--- src/rtl/game_pos_updater.sv ---
// game_pos_updater
//   Per-frame game-state engine ahead of the VGA sprite renderer. On each
//   frame_tick it scrolls the cactus, steps the man's jump physics and
//   counts the frame. It then writes cactus X and man Y to two consecutive
//   RAM words, and checks for a collision between the two sprites.
//
// Ports
//   pix_clk    pixel clock
//   reset      synchronous, active-high
//   frame_tick one-cycle pulse per frame; starts an update sequence
//   jump_btn   asynchronous level input, active-high
//   restart    one-cycle pulse; reinitialises game state, aborts a sequence
//   ram_addr   RAM write address (POS_BASE, POS_BASE+1)
//   ram_we     RAM write enable
//   ram_d      RAM write data (zero-extended position)
//   cactus_x   current cactus X
//   man_y      current man Y
//   game_over  latched collision flag
//   busy       high during CALC, WR_X and WR_Y
//   score      frames survived, saturating
module game_pos_updater #(
  parameter int                    ADDR_WIDTH     = 16,
  parameter logic [ADDR_WIDTH-1:0] POS_BASE       = 16'h8000,
  parameter logic [9:0]            MAN_X_FIXED    = 10'd0,
  parameter logic [9:0]            CACTUS_Y_FIXED = 10'd300,
  parameter logic [9:0]            GROUND_Y       = 10'd300,
  parameter logic [7:0]            JUMP_VEL       = 8'd20,
  parameter logic [7:0]            GRAVITY        = 8'd1,
  parameter logic [9:0]            CACTUS_SPEED   = 10'd4,
  parameter logic [9:0]            CACTUS_X_START = 10'd639,
  parameter logic [9:0]            BOX            = 10'd96
) (
  input  logic                  pix_clk,
  input  logic                  reset,
  input  logic                  frame_tick,
  input  logic                  jump_btn,
  input  logic                  restart,
  output logic [ADDR_WIDTH-1:0] ram_addr,
  output logic                  ram_we,
  output logic [15:0]           ram_d,
  output logic [9:0]            cactus_x,
  output logic [9:0]            man_y,
  output logic                  game_over,
  output logic                  busy,
  output logic [15:0]           score
);

  typedef enum logic [1:0] {IDLE, CALC, WR_X, WR_Y} state_t;

  state_t state, state_nxt;

  logic signed [7:0]  vel;
  logic               grounded;
  logic               jump_pending;
  logic               jump_p0, jump_p1, jump_p2;
  logic               jump_rise;

  logic [9:0]         cactus_x_nxt;
  logic [9:0]         man_y_nxt;
  logic signed [7:0]  vel_nxt;
  logic               grounded_nxt;
  logic signed [11:0] cand;

  function automatic logic [15:0] sat_inc16(input logic [15:0] v);
    return (v == 16'hFFFF) ? v : v + 16'd1;
  endfunction

  // Overlap test on 11-bit operands so x+BOX never wraps.
  function automatic logic collide(input logic [9:0] cx, input logic [9:0] my);
    logic [10:0] cx_w, my_w, mx_w, cy_w, box_w;
    cx_w  = {1'b0, cx};
    my_w  = {1'b0, my};
    mx_w  = {1'b0, MAN_X_FIXED};
    cy_w  = {1'b0, CACTUS_Y_FIXED};
    box_w = {1'b0, BOX};
    return (cx_w < mx_w + box_w) && (mx_w < cx_w + box_w) &&
           (my_w < cy_w + box_w) && (cy_w < my_w + box_w);
  endfunction

  // Stage p0/p1: two-flop synchroniser; p2 holds the previous synced level.
  always_ff @(posedge pix_clk) begin
    if (reset) begin
      jump_p0 <= 1'b0;
      jump_p1 <= 1'b0;
      jump_p2 <= 1'b0;
    end else begin
      jump_p0 <= jump_btn;
      jump_p1 <= jump_p0;
      jump_p2 <= jump_p1;
    end
  end

  assign jump_rise = jump_p1 & ~jump_p2;

  always_ff @(posedge pix_clk) begin
    if (reset) state <= IDLE;
    else       state <= state_nxt;
  end

  always_comb begin
    state_nxt = state;
    case (state)
      IDLE:    if (frame_tick) state_nxt = CALC;
      CALC:    state_nxt = WR_X;
      WR_X:    state_nxt = WR_Y;
      WR_Y:    state_nxt = IDLE;
      default: state_nxt = IDLE;
    endcase
    // restart wins over a coincident frame_tick and aborts any sequence
    if (restart) state_nxt = IDLE;
  end

  always_comb begin
    busy     = (state != IDLE);
    ram_we   = 1'b0;
    ram_addr = '0;
    ram_d    = '0;
    case (state)
      WR_X: begin
        ram_we   = 1'b1;
        ram_addr = POS_BASE;
        ram_d    = {6'b0, cactus_x};
      end
      WR_Y: begin
        ram_we   = 1'b1;
        ram_addr = POS_BASE + ADDR_WIDTH'(1);
        ram_d    = {6'b0, man_y};
      end
      default: ;
    endcase
  end

  always_comb begin
    cactus_x_nxt = (cactus_x < CACTUS_SPEED) ? CACTUS_X_START : cactus_x - CACTUS_SPEED;
    man_y_nxt    = man_y;
    vel_nxt      = vel;
    grounded_nxt = grounded;
    cand         = $signed({2'b00, man_y}) - $signed({{4{vel[7]}}, vel});
    if (grounded) begin
      if (jump_pending) begin
        vel_nxt      = $signed(JUMP_VEL);
        grounded_nxt = 1'b0;
      end
    end else if (cand >= $signed({2'b00, GROUND_Y})) begin
      man_y_nxt    = GROUND_Y;
      vel_nxt      = 8'sd0;
      grounded_nxt = 1'b1;
    end else if (cand[11]) begin
      man_y_nxt = 10'd0;
      vel_nxt   = vel - $signed(GRAVITY);
    end else begin
      man_y_nxt = cand[9:0];
      vel_nxt   = vel - $signed(GRAVITY);
    end
  end

  always_ff @(posedge pix_clk) begin
    if (reset || restart) begin
      cactus_x     <= CACTUS_X_START;
      man_y        <= GROUND_Y;
      vel          <= 8'sd0;
      grounded     <= 1'b1;
      jump_pending <= 1'b0;
      game_over    <= 1'b0;
      score        <= 16'd0;
    end else begin
      if (state == CALC)  jump_pending <= 1'b0;
      else if (jump_rise) jump_pending <= 1'b1;
      if (state == CALC && !game_over) begin
        cactus_x <= cactus_x_nxt;
        man_y    <= man_y_nxt;
        vel      <= vel_nxt;
        grounded <= grounded_nxt;
        score    <= sat_inc16(score);
      end
      // Collision sees the positions just committed in CALC.
      if (state == WR_X && collide(cactus_x, man_y)) game_over <= 1'b1;
    end
  end

endmodule

--- config.mk ---
export PLATFORM = sky130hd
export DESIGN_NAME = game_pos_updater
export DESIGN_NICKNAME = d
export VERILOG_FILES = /design/src/rtl/game_pos_updater.sv
export SDC_FILE = /design/constraint.sdc
export NUM_CORES = 1
export LEC_CHECK = 0
export BUFFER_PORTS_ARGS = -buffer_cell sky130_fd_sc_hd__buf_2
export CAP_MARGIN = 10
export CORE_MARGIN = 5
export CORE_UTILIZATION = 45
export CTS_BUF_LIST = sky130_fd_sc_hd__clkbuf_16
export DETAILED_ROUTE_END_ITERATION = 8
export GPL_TIMING_DRIVEN = 0
export PLACE_DENSITY = 0.79
export SLEW_MARGIN = 5
export SYNTH_ARGS = -nofsm -noshare
export SYNTH_HDL_FRONTEND = slang
export SYNTH_SLANG_ARGS = --single-unit
--- constraint.sdc ---
create_clock -name pix_clk -period 4.85 [get_ports pix_clk]
set_input_delay 0.2425 -clock pix_clk [delete_from_list [all_inputs] [get_ports pix_clk]]
set_output_delay 0.2425 -clock pix_clk [all_outputs]
set_load 0.01 [all_outputs]
==> results of run 1 <==
Yosys cell counts, types with 2 or more instances:
cell / count
a211oi_1: 4
a21oi_1: 18
a21oi_2: 2
a22o_1: 10
a22oi_1: 5
a31oi_1: 2
and3_1: 6
buf_4: 22
buf_6: 2
clkbuf_1: 8
dfxtp_1: 51
ha_1: 19
inv_1: 24
nand2_1: 24
nand2b_1: 4
nand3_1: 14
nand4_1: 6
nand4b_1: 3
nor2_1: 37
nor2b_1: 5
nor3_1: 16
nor4_1: 3
o211ai_1: 4
o21a_1: 4
o21ai_0: 12
o22ai_1: 3
o311ai_2: 2
or2_2: 3
or3_1: 4
xnor2_1: 14
xor2_1: 14
where the power goes:
group,switching [mW],internal [mW]
registers,0.00209,0.421
clock network,0.147,0.241
logic,0.0311,0.0240
stage by stage:
stage | cell area [um2] | util [%] | worst slack [ns]
2_1_floorplan | 3150 | - | 1.90
3_3_place_gp | 3530 | 52.5 | 1.67
3_5_place_dp | 3530 | 52.5 | 1.61
4_1_cts | 3690 | 55.0 | 1.58
5_1_grt | 3690 | 55.0 | 1.36
6_report | 3690 | 55.0 | 1.59
layout make-up:
cell class | count | area [um2] | area share [%]
Sequential cell | 51 | 1020 | 27.7
Inverter | 24 | 90.1 | 2.44
Buffer | 33 | 223 | 6.03
Tap cell | 80 | 100 | 2.71
Clock buffer | 5 | 125 | 3.39
Multi-Input combinational cell | 279 | 1820 | 49.3
Timing Repair Buffer | 55 | 275 | 7.46
Clock inverter | 3 | 38.8 | 1.05
worst max-delay path: cells and delay by family, from the launching register on:
| kind | cells | cell delay [ns] |
|---|---|---|
| AOI/OAI and AO/OA | 7 | 1.80 |
| adders and majority gates | 2 | 0.60 |
| DFF | 1 | 0.38 |
| and+or+nand+nor | 2 | 0.26 |
| buffers and inverters | 2 | 0.13 |
metal layers:
layer / up-vias / wire [um] / share of wire, % / global-route usage, %
met2: 84 / 3450 / 48 / 28.8
met5: - / 0 / 0 / 0
met4: 0 / 80 / 1.1 / 4.52
met1: 1282 / 3220 / 44 / 21.5
met3: 9 / 504 / 6.9 / 3.57
li1: 1412 / - / - / -
registers in the layout, indices dropped and copies added, names as in the netlist, 2 cells and up:
signal and count:
man_y 10, cactus_x 9, vel 8, state 2, score 16
logic make-up after synthesis:
group / Yosys count / synth area share [%]
AOI/OAI and AO/OA: 80 / 19.0
xor gates and xnor gates: 28 / 7.96
adders and majority gates: 20 / 8.36
buffers and inverters: 57 / 10.2
DFF: 51 / 33.1
muxes: 1 / 0.325
other: 1 / 0.122
and+or+nand+nor: 130 / 21.0
how the worst max path moves through the flow:
stage / cells past startpoint / to / start
after global placement: 13 / vel[5] / man_y[0]
after detailed placement: 13 / vel[6] / man_y[0]
after global routing: 13 / vel[5] / man_y[0]
after CTS: 13 / vel[5] / man_y[0]
final: 13 / vel[5] / man_y[0]
after floorplan: 13 / vel[5] / man_y[0]
==> results.json, run 1 <==
{
  "power_mw": 0.867,
  "clockBufferDepth": 2,
  "pin_count": 76,
  "cp.arrival_ns": 3.46,
  "clock.fmax_ghz": 0.307,
  "worstPathRequired_ns": 5.04,
  "crit_path_max_fanout": 8,
  "post-place-cells": 522,
  "static-leakage-power_nw": 1.62,
  "antenna_found_initial": 0,
  "fin_worst_hold_slack_ns": 0.163,
  "io_buffer_count": 55,
  "power_density_nw_per_um2": 235,
  "dieArea_um2": 8600,
  "clkSlewWorstSetupHoldPaths_ns": 0.06,
  "gp_routability_congestion": 0.888,
  "design.final.nets": 474,
  "outcome": "finished clean",
  "mostFrequentLayoutCells": "buf_2, dfxtp_1, nor2_1",
  "finalMaxSlewViolations": 0,
  "synthTopCellsByArea": "dfxtp_1, ha_1, buf_4, nor2_1, xnor2_1",
  "grt_first_pass_wirelength_mm": 11.9,
  "clock_network_latency_to_the_later_pin_of_the_worst_skew_pair_ns": 0.29,
  "setup.worst_path.start_class": "register",
  "cts_buffers": 5,
  "finalHoldViolCount": 0,
  "floorplan.die.width_um": 92.8,
  "ctsHtreeMaxLevel": 2,
  "final_common_cell": "buf_2",
  "dp_hpwl_mm": 5.72,
  "route.detailed.wl_per_inst_um": 13.7,
  "fillCellCount": 627,
  "synth.yosys.seq_area_share_pct": 33.1,
  "row_count": 30,
  "critPathMaxStageDelay_ns": 0.44,
  "timing.reg2reg.worst_path_depth": 13,
  "via_count": 2787,
  "setup.worst_path.class": "reg -> reg",
  "max-vdd-ir-drop_mv": 0.140,
  "worst_tran_pin_value_ns": 0.714,
  "route.detailed.drc": 0,
  "area.growth.synth_to_final_pct": 19.8,
  "synth_enable_flop_cells": 0,
  "initialDrtViolationCount": 117,
  "rrSetupSlack_ns": 1.59,
  "floorplan.die.height_um": 92.8,
  "cts-resized-gates": 0,
  "detail_route.vias_per_cell": 5.26,
  "placeableCoreArea_um2": 6720,
  "post-cts-setup-buffers": 0,
  "worstPathCellList": "inv_1, ha_1, inv_1, fa_1, a21o_1, a211oi_1, nor2_1, a311o_1, a311oi_2, o211ai_1, a22o_4, nand2b_4, o311ai_2",
  "grt_start_max_net_pins": 16,
  "timing.setup.tns_ns": 0,
  "antenna_violating_nets_post_route": 0,
  "netlist-cell-type-count": 54,
  "asyncSetResetFlopFracSynth_pct": 0,
  "worst_hold_path.num_cells": 2,
  "globalRouteTotalUtil_pct": 16.8,
  "synth_largest_type_area_fraction_pct": 33.1,
  "cp_common_cell": "inv_1",
  "cp-end-kind": "register",
  "antenna_cells": 0,
  "first_pass_iters": 5,
  "slew_headroom_pct": 52.0,
  "timing.hold.worst.start": "jump_btn",
  "r2r-end": "vel[5]",
  "synth_cells": 368,
  "worst_path_max_delay_cell": "fa_1",
  "rsz0062_at_grt": "false",
  "timing.rr.start": "man_y[0]",
  "grt_overflow": 0,
  "cts-hold-fix-buffers": 0,
  "drive_above_1_share_pct": 22.7,
  "mappedNetlistArea_um2": 3080,
  "timing.final.setup_violations": 0,
  "routed_wirelength_mm": 7.26,
  "fin_crit_sh_pct": 67.3,
  "initial_core_util_pct": 45.9,
  "period_minus_slack_ns": 3.26,
  "clock-skew-final_ns": 0.00975,
  "synth_ff_type": "dfxtp_1",
  "worstHoldEndpoint": "jump_p0",
  "number_of_clock_sinks_seen_by_cts": 51,
  "post_layout_nonfiller_instances": 530,
  "yosysWarnings": 0,
  "syn_avg_cell_area_um2": 8.37,
  "synth_seq_cells": 51,
  "tritoncts_clock_tree": "yes",
  "synth.largest_area_cell": "dfxtp_1",
  "cap_viol_max_count": 0,
  "grt_pass1_vias": 2606,
  "hp-class": "in -> reg",
  "clock_tree.root_cell": "clkbuf_16"
}
Power figures use the tool's default switching activity.
==> inputs of run 2 (changes only) <==
PLACE_DENSITY = 0.82   (was 0.79)
clock period = 2.8 ns   (was 4.85 ns; I/O delays follow)
==> run 2 against run 1 <==
Net effect:
- the flow now finishes with violations (setup timing)
- sequential share of layout area is 0.65 points lower
- first-iteration DRC count is 51% higher
- die area stayed put
- core utilization is 1.7 points higher
- non-clock buffer count is 9 higher
- wire length is 5.4% higher
- largest power group unchanged
- clock skew is 0.0014 ns higher
==> results.json, run 2 (synthesis results as in run 1) <==
{
  "timing.rr.start": "man_y[0]",
  "grt_first_pass_wirelength_mm": 12.2,
  "multi_input_area_um2": 1880,
  "number_of_clock_sinks_seen_by_cts": 51,
  "timing.final.setup_violations": 18,
  "static-leakage-power_nw": 1.65,
  "clock_network_latency_to_the_later_pin_of_the_worst_skew_pair_ns": 0.29,
  "pin_count": 76,
  "row_count": 30,
  "antenna_violating_nets_post_route": 0,
  "floorplan.die.height_um": 92.8,
  "clock_tree.root_cell": "clkbuf_16",
  "ctsHtreeMaxLevel": 2,
  "routed_wirelength_mm": 7.65,
  "placed_cell_area_um2": 3550,
  "cap_viol_max_count": 0,
  "antenna_found_initial": 0,
  "violated_checks": "setup timing",
  "globalRouteTotalUtil_pct": 17.2,
  "initialDrtViolationCount": 177,
  "layout.area.seq_um2": 1030,
  "finalHoldViolCount": 0,
  "route.detailed.drc": 0,
  "largest-register": "score",
  "setup.worst_path.start_class": "register",
  "power_density_nw_per_um2": 371,
  "period_minus_slack_ns": 2.98,
  "cp-end-kind": "register",
  "rsz0062_at_grt": "true",
  "final_common_cell": "buf_2",
  "fin_worst_hold_slack_ns": 0.0639,
  "dp_hpwl_mm": 5.74,
  "worstSetupStartpoint": "man_y[0]",
  "cp.arrival_ns": 3.17,
  "initial_core_util_pct": 45.9,
  "grt_start_max_net_pins": 16,
  "grt_pass1_vias": 2637,
  "outcome": "complete, but fails checks",
  "setup.worst_path.class": "reg -> reg",
  "drive_above_1_share_pct": 27.5,
  "clockBufferDepth": 2,
  "detail_route.vias_per_cell": 5.35,
  "tritoncts_clock_tree": "yes",
  "floorplan.die.width_um": 92.8,
  "hp-class": "in -> reg",
  "post-route-cell-area_um2": 3810,
  "fillCellCount": 609,
  "largest_reg_flops": 16,
  "clock-skew-final_ns": 0.0112,
  "antenna_cells": 0,
  "timing.hold.worst.start": "jump_btn",
  "slew_headroom_pct": 58.0,
  "rrSetupSlack_ns": -0.18,
  "timing.reg2reg.worst_path_depth": 13,
  "max-vdd-ir-drop_mv": 0.268,
  "clock.fmax_ghz": 0.336,
  "mostFrequentLayoutCells": "buf_2, dfxtp_1, nor2_1",
  "biggest_regs": "score: 16 flops, man_y: 10 flops, cactus_x: 9 flops",
  "placeableCoreArea_um2": 6720,
  "cts_buffers": 5,
  "r2r-end": "vel[6]",
  "worst_tran_pin_value_ns": 0.624,
  "fin_crit_sh_pct": 106,
  "worstPathRequired_ns": 3.00,
  "design.final.nets": 483,
  "timing.critical_path.to": "vel[6]",
  "first_pass_iters": 4,
  "area.growth.synth_to_final_pct": 23.6,
  "io_buffer_count": 55,
  "layout_setup_ws_ns": -0.177,
  "cts-hold-fix-buffers": 0,
  "crit_path_max_fanout": 8,
  "pre_cts_slack_ns": -0.247,
  "route.detailed.wl_per_inst_um": 14.2,
  "grt_overflow": 0,
  "via_count": 2886,
  "dieArea_um2": 8600,
  "gp_routability_congestion": 0.879,
  "clkSlewWorstSetupHoldPaths_ns": 0.07,
  "finalMaxSlewViolations": 0
}
-- run 2: changes by cell type in the layout (fill, tap and decap cells not counted), sizes merged --
cell      before  now
clkinvlp       0    1
bufinv         1    0
buf           80   89
-- run 2: layout make-up --
class / count / area share [%]
multi-input cells: 279 / 49.5
well taps: 80 / 2.63
plain buffers: 33 / 5.85
flip-flops and latches: 51 / 27.0
clock buffers: 5 / 3.29
inverters: 24 / 2.37
repair buffers: 64 / 9.00
clock inverters: 3 / 0.394
-- run 2: timing repair --
action                                  in CTS  in global routing
cloned                                       0                  0
endpoints found under the setup margin      18                 18
pin swaps                                    5                  6
gates resized for setup                      4                  8
setup buffers                                5                  4
-- run 2: per-layer routing --
layer | share of wire [%] | track usage [%]
met5 | 0 | 0
met4 | 1.2 | 3.91
met3 | 7.9 | 4.47
met2 | 47 | 28.7
met1 | 44 | 22.4
-- run 2: worst max-delay path, cell delays in order (launching register included) --
cell,delay [ns]
dfxtp_4,0.35
inv_2,0.06
ha_4,0.13
inv_2,0.03
fa_2,0.36
a21o_1,0.20
a211oi_2,0.19
nor2_1,0.07
a311o_1,0.32
a311oi_4,0.35
o211ai_1,0.14
a22o_4,0.28
nand2b_4,0.18
o311ai_2,0.22
-- run 2: power breakdown --
group          total (mW)  internal (mW)  switching [mW]
clock               0.583          0.325           0.257
sequential          0.733          0.729         0.00371
combinational      0.0977         0.0422          0.0555
total                1.41           1.10           0.317
-- run 2: worst min-delay path by stage --
stage                     endpoint  slack (ns)  cells past startpoint
after global placement     jump_p0        0.35                      2
after detailed placement   jump_p0        0.36                      2
after global routing       jump_p0        0.09                      2
after CTS                  jump_p0        0.06                      2
after floorplan            jump_p0        0.21                      1
final                      jump_p0        0.06                      2
-- run 2: per-stage QoR --
stage               setup TNS, ns  std cells  utilization [%]  total power, mW
detailed placement          -2.61        522             52.9            0.845
CTS                        -0.640        535             55.6             1.42
floorplan                 -0.0437        387                -            0.823
finish                      -1.91        539             56.7             1.41
global route                -5.06        539             56.7             1.47
global placement            -1.72        522             52.9            0.842
